==> src/rtl/urna_booth_scheduler_if.sv <==
// Booth/Urna-facing signal bundle for urna_booth_scheduler.
// master = booths and Urna (testbench side), slave = the scheduler.
interface urna_booth_scheduler_if #(
    parameter int NBOOTH = 4
);
    logic [NBOOTH-1:0]   req;
    logic [4*NBOOTH-1:0] code;
    logic                close;
    logic [NBOOTH-1:0]   grant;
    logic                digit0;
    logic                digit1;
    logic                digit2;
    logic                digit3;
    logic                valid;
    logic                VoteStatus;
    logic                finish;
    logic                busy;
    logic [7:0]          votes_cast;
    logic [7:0]          timeouts;

    modport master (
        output req, code, close, VoteStatus,
        input  grant, digit0, digit1, digit2, digit3, valid, finish, busy,
               votes_cast, timeouts
    );

    modport slave (
        input  req, code, close, VoteStatus,
        output grant, digit0, digit1, digit2, digit3, valid, finish, busy,
               votes_cast, timeouts
    );
endinterface

==> src/rtl/urna_booth_scheduler.sv <==
// Round-robin scheduler sharing one Urna tally between NBOOTH booths:
// grant, strobe valid, wait for VoteStatus (or time out), orderly close.
module urna_booth_scheduler #(
    parameter int NBOOTH  = 4,
    parameter int TIMEOUT = 15
) (
    input  logic                   clk,
    input  logic                   rst,
    urna_booth_scheduler_if.slave  bus
);
    localparam int          PW = (NBOOTH > 1) ? $clog2(NBOOTH) : 1;
    localparam int unsigned NB = NBOOTH;

    typedef enum logic [1:0] {
        IDLE,
        STROBE,
        WAIT,
        CLOSED
    } state_t;

    state_t            state;
    logic [PW-1:0]     ptr;
    logic [PW-1:0]     win;
    logic              found;
    logic [NBOOTH-1:0] win_onehot;
    logic [3:0]        win_code;
    logic [3:0]        digits;
    logic [NBOOTH-1:0] grant;
    logic              valid;
    logic              finish;
    logic              busy;
    logic              pend_close;
    logic [7:0]        tcnt;
    logic [7:0]        votes_cast;
    logic [7:0]        timeouts;
    int unsigned       cand;

    // First requesting booth at or after ptr, wrapping around.
    always_comb begin
        found      = 1'b0;
        win        = '0;
        cand       = 0;
        win_onehot = '0;
        for (int unsigned i = 0; i < NB; i++) begin
            cand = 32'(ptr) + i;
            if (cand >= NB) begin
                cand = cand - NB;
            end
            if (!found && bus.req[cand[PW-1:0]]) begin
                found = 1'b1;
                win   = cand[PW-1:0];
            end
        end
        win_onehot[win] = found;
        win_code        = bus.code[{win, 2'b00} +: 4];
    end

    always_ff @(posedge clk) begin
        if (rst) begin
            state      <= IDLE;
            ptr        <= '0;
            grant      <= '0;
            digits     <= '0;
            valid      <= 1'b0;
            finish     <= 1'b0;
            busy       <= 1'b0;
            pend_close <= 1'b0;
            tcnt       <= '0;
            votes_cast <= '0;
            timeouts   <= '0;
        end else begin
            grant <= '0;
            valid <= 1'b0;
            case (state)
                IDLE: begin
                    if (bus.close || pend_close) begin
                        state  <= CLOSED;
                        finish <= 1'b1;
                        digits <= '0;
                    end else if (found) begin
                        grant  <= win_onehot;
                        digits <= win_code;
                        ptr    <= (win == PW'(NBOOTH - 1)) ? '0 : win + 1'b1;
                        busy   <= 1'b1;
                        state  <= STROBE;
                    end
                end
                STROBE: begin
                    valid <= 1'b1;
                    tcnt  <= '0;
                    state <= WAIT;
                    if (bus.close) begin
                        pend_close <= 1'b1;
                    end
                end
                WAIT: begin
                    if (bus.close) begin
                        pend_close <= 1'b1;
                    end
                    if (bus.VoteStatus) begin
                        if (votes_cast != 8'hFF) begin
                            votes_cast <= votes_cast + 8'd1;
                        end
                        busy  <= 1'b0;
                        state <= IDLE;
                    end else if (tcnt == 8'(TIMEOUT)) begin
                        if (timeouts != 8'hFF) begin
                            timeouts <= timeouts + 8'd1;
                        end
                        busy  <= 1'b0;
                        state <= IDLE;
                    end else begin
                        tcnt <= tcnt + 8'd1;
                    end
                end
                CLOSED: begin
                    finish <= 1'b1;
                    digits <= '0;
                end
                default: state <= IDLE;
            endcase
        end
    end

    assign bus.grant      = grant;
    assign bus.digit0     = digits[0];
    assign bus.digit1     = digits[1];
    assign bus.digit2     = digits[2];
    assign bus.digit3     = digits[3];
    assign bus.valid      = valid;
    assign bus.finish     = finish;
    assign bus.busy       = busy;
    assign bus.votes_cast = votes_cast;
    assign bus.timeouts   = timeouts;
endmodule
==> src/flat_wrapper.sv <==
// flat-port wrapper written by rule: the top's interface ports become plain ports
module urna_booth_scheduler_flat 
#(
    parameter int NBOOTH  = 4,
    parameter int TIMEOUT = 15
)
  (clk, rst, bus_req, bus_code, bus_close, bus_VoteStatus, bus_grant, bus_digit0, bus_digit1, bus_digit2, bus_digit3, bus_valid, bus_finish, bus_busy, bus_votes_cast, bus_timeouts);
  urna_booth_scheduler_if #(.NBOOTH(NBOOTH)) bus_i ();
  input  logic clk;
  input  logic rst;
  input wire logic [$bits(bus_i.req)-1:0] bus_req;
  input wire logic [$bits(bus_i.code)-1:0] bus_code;
  input wire logic [$bits(bus_i.close)-1:0] bus_close;
  input wire logic [$bits(bus_i.VoteStatus)-1:0] bus_VoteStatus;
  output wire logic [$bits(bus_i.grant)-1:0] bus_grant;
  output wire logic [$bits(bus_i.digit0)-1:0] bus_digit0;
  output wire logic [$bits(bus_i.digit1)-1:0] bus_digit1;
  output wire logic [$bits(bus_i.digit2)-1:0] bus_digit2;
  output wire logic [$bits(bus_i.digit3)-1:0] bus_digit3;
  output wire logic [$bits(bus_i.valid)-1:0] bus_valid;
  output wire logic [$bits(bus_i.finish)-1:0] bus_finish;
  output wire logic [$bits(bus_i.busy)-1:0] bus_busy;
  output wire logic [$bits(bus_i.votes_cast)-1:0] bus_votes_cast;
  output wire logic [$bits(bus_i.timeouts)-1:0] bus_timeouts;
  assign bus_i.req = bus_req;
  assign bus_i.code = bus_code;
  assign bus_i.close = bus_close;
  assign bus_i.VoteStatus = bus_VoteStatus;
  assign bus_grant = bus_i.grant;
  assign bus_digit0 = bus_i.digit0;
  assign bus_digit1 = bus_i.digit1;
  assign bus_digit2 = bus_i.digit2;
  assign bus_digit3 = bus_i.digit3;
  assign bus_valid = bus_i.valid;
  assign bus_finish = bus_i.finish;
  assign bus_busy = bus_i.busy;
  assign bus_votes_cast = bus_i.votes_cast;
  assign bus_timeouts = bus_i.timeouts;
  urna_booth_scheduler #(.NBOOTH(NBOOTH), .TIMEOUT(TIMEOUT)) u_core (.clk(clk), .rst(rst), .bus(bus_i));
endmodule
==> config.mk <==
export PLATFORM = sky130hd
export DESIGN_NAME = urna_booth_scheduler_flat
export DESIGN_NICKNAME = d
export VERILOG_FILES = /design/src/rtl/urna_booth_scheduler_if.sv /design/src/rtl/urna_booth_scheduler.sv /design/src/flat_wrapper.sv
export SDC_FILE = /design/constraint.sdc
export NUM_CORES = 1
export LEC_CHECK = 0
export ABC_AREA = 0
export CORE_ASPECT_RATIO = 1.4
export CORE_MARGIN = 2
export CORE_UTILIZATION = 35
export CTS_CLUSTER_SIZE = 16
export DETAILED_ROUTE_END_ITERATION = 7
export PLACE_DENSITY = 0.65
export SETUP_SLACK_MARGIN = 0.2
export SYNTH_ARGS = -nofsm -noshare
export SYNTH_HDL_FRONTEND = slang
export SYNTH_SLANG_ARGS = --single-unit
==> constraint.sdc <==
create_clock -name clk -period 5.65 [get_ports clk]
set_clock_uncertainty 0.1 [all_clocks]
set_input_delay 1.695 -clock clk [delete_from_list [all_inputs] [get_ports clk]]
set_output_delay 1.695 -clock clk [all_outputs]
set_load 0.02 [all_outputs]
==> run summary <==
- complete, no violations — status
- 263 — number of nets in the synthesized netlist
- reg -> reg — worst min-delay path class
- 2060 µm² — cell area after technology mapping
- 2 — Clock H-tree levels
- 0.388 — sequential share of the synthesized area
- 31 — pin count of the biggest net entering global routing
- 0.0747 — proportion of layout cells with a drive suffix above 1
- 0 — global-route congestion overflow total
- 0 — count of yosys warnings during synthesis
- no — RSZ-0062 raised after global routing
- 0.367 ns — worst hold-check slack
- 0.357 — Starting Density
- 3.54 ns — Critical Path AT
- 7330 µm — first-pass GRT wire length
- 0.143 — overall global routing resource usage
- 57 — drt initial violations
- sky130_fd_sc_hd__dfxtp_1 — dominant synthesized flop cell
- 5780 µm² — Core ar.
- 2.14 ns — Worst Slack Setup Final
- 0 — count of nets left with antenna violations after detail routing
- 50 — count of input and output buffers
- sky130_fd_sc_hd__clkbuf_8 — clock tree root buffer cell
- input pin — type of origin of the critical path
- 4 — first drt pass iteration count
- 0 — number of gates given a new drive strength after cts
- 0 — count of final max-slew check failures
- 0.805 — GPL Wtd Cong
- 0.169 — met1 demand-to-capacity share in global routing
- in -> reg — classification of the worst setup path
- 0.248 — relative max-transition margin
- 0.622 — share of the cycle needed by the critical path after routing
- 316 — Net count, final
- 6530 µm² — area enclosed by the die boundary
- 0.468 — fraction of the core area covered by cells at the end of the flow
- 0.0310 — met3 track utilization from global routing
- 0 — Max-Cap Viols
- 297 nW/µm² — Pwr per Cell Area
- 5 — TritonCTS Buffers
- 94.8 µm — die outline height
- 4.91 — detail-routed via count per cell
- 40 — clock sink count
- 51 — I/O pin total
- 0 — Post-CTS Setup Bufs
- 1640 — via count of the first global-routing pass
- 33 — floorplan row count
- 0 — EDFF count, synth
- 42 — post-synth cell types
- 0 — post-cts hold buffer count
- 0 — count of final hold-check violations
- 4350 µm — Total Wirelength
- done — CTS tree
- 285 MHz — upper clock frequency limit
- 228 — post-synthesis instance total
- 0 — DRC Markers
- 1724 — total number of vias
- 1.12 ns — slew at the pin closest to its max-slew limit
- 0.28 ns — Worst-Skew Late Latency
- 1.84 ns — worst setup slack before clock tree synthesis
- 68.9 µm — width of the die
- 11 — Critical Path Fanout Max
- 0.250 — GR Util met2
- 2 — Max clock buf depth
- 3270 µm — detailed placement HPWL
- 5.68 ns — required time of the worst setup path
- 0.982 nW — leakage dissipation
- 0 — final setup violation count
- 0.136 mV — worst vdd rail ir drop
- register — kind of end point of the critical path
- met2 — global route hottest layer
- 0 — proportion of synthesized flip-flops having asynchronous set or reset
- 3.51 ns — minimum clock period
- 12.4 µm — wire length per cell after detailed routing
- 0.07 ns — clock slew at reported path FFs
- 0 — number of antenna violations at the first check in global routing
- 40 — Seq cells post-synth
- 31.1% — synthesis-to-layout area growth
- 9.05 µm² — mean instance size in the synthesized netlist
- 7 — number of cells on the worst reg-to-reg path
- 0 — diode insertion count for antenna repair
- 2 — worst hold path cell count
- 0 ns — final-layout setup total negative slack
through the flow:
step | power [mW] | instance area (µm²) | cells
after floorplan | 0.537 | 2060 | 228
after CTS | 0.815 | 2710 | 351
after global routing | 0.863 | 2710 | 351
after global placement | 0.631 | 2630 | 344
after detailed placement | 0.634 | 2630 | 344
final | 0.804 | 2710 | 351
worst max-delay path, stage by stage:
cell	delay, ns
sky130_fd_sc_hd__clkdlybuf4s50_1	0.50
sky130_fd_sc_hd__a21oi_1	0.17
sky130_fd_sc_hd__o21ai_0	0.08
sky130_fd_sc_hd__o2bb2a_1	0.59
sky130_fd_sc_hd__ha_1	0.34
sky130_fd_sc_hd__mux2i_1	0.12
sky130_fd_sc_hd__nor2_1	0.05
area by class of cell:
| class | count | area (µm²) |
|---|---|---|
| Timing Repair Buffer | 50 | 500 |
| Inverter | 10 | 37.5 |
| Clock buffer | 6 | 72.6 |
| Multi-Input combinational cell | 174 | 1200 |
| Tap cell | 70 | 87.6 |
| Clock inverter | 1 | 5.00 |
| Sequential cell | 40 | 801 |
| Fill cell | 581 | 3080 |
path summary, 6_finish.rpt:
kind	from	to	slack, ns
worst max register to register	u_core.state[0]	u_core.bus.timeouts[7]	3.71
worst max-delay path	bus_req[0]	u_core.ptr[1]	2.14
worst min register to register	u_core.digits[2]	u_core.digits[2]	0.37
worst min-delay path	u_core.digits[2]	u_core.digits[2]	0.37
kinds of logic after synthesis:
kind of cell / count (synthesis) / share of synthesized area
AOI/OAI and AO/OA: 38 / 0.139
adders and majority gates: 11 / 0.0667
xor gates and xnor gates: 18 / 0.0764
muxes: 12 / 0.0582
buffers and inverters: 14 / 0.0297
and+or+nand+nor: 95 / 0.241
DFF: 40 / 0.388
report_power, final:
group / switching, mW / internal (mW) / leakage, nW
clock: 0.0941 / 0.0840 / 0.0410
combinational: 0.155 / 0.128 / 0.617
sequential: 0.0263 / 0.316 / 0.325
sequential cells by signal (all words and copies together) (netlist names):
name,count
u_core.bus.valid,1
u_core.bus.finish,1
u_core.bus.busy,1
u_core.bus.timeouts,8
u_core.pend_close,1
u_core.bus.grant,4
u_core.state,2
u_core.ptr,2
u_core.tcnt,8
u_core.bus.votes_cast,8
u_core.digits,4
synthesized netlist by cell type, drive strengths merged, types with 2 or more instances:
cell     n  area (µm²)
o21ai    6        41.3
xor2     7        61.3
a31oi    2        12.5
nor4     5        50.1
nor3     5        41.3
a311oi   2        30.0
inv     10        37.5
buf      2        16.3
ha      11         138
or3      2        12.5
mux2i   12         120
and2     4        25.0
and3     4        26.3
nand2   15        56.3
xnor2   11        96.3
clkbuf   2        7.51
a21oi   17        92.6
o221ai   4        35.0
nand2b   7        43.8
a211oi   2        15.0
nor2b    2        12.5
nand3    9        45.0
dfxtp   40         801
nor2    37         139
cell usage in the layout (no fill, tap or decap), drive strengths merged, types with 9 or more instances in the layout:
cell type       n
clkdlybuf4s50  50
nor2           37
xnor2          11
ha             11
inv            10
mux2i          12
nand3           9
dfxtp          40
a21oi          17
nand2          15
layer usage:
metal | share of wire | wire [µm] | vias up
met5 | 0 | 0 | -
met4 | 0.0057 | 25 | 0
met3 | 0.026 | 114 | 2
met2 | 0.54 | 2370 | 20
met1 | 0.42 | 1840 | 805
li1 | - | - | 897
No activity file was read; power rests on OpenSTA's default activity.
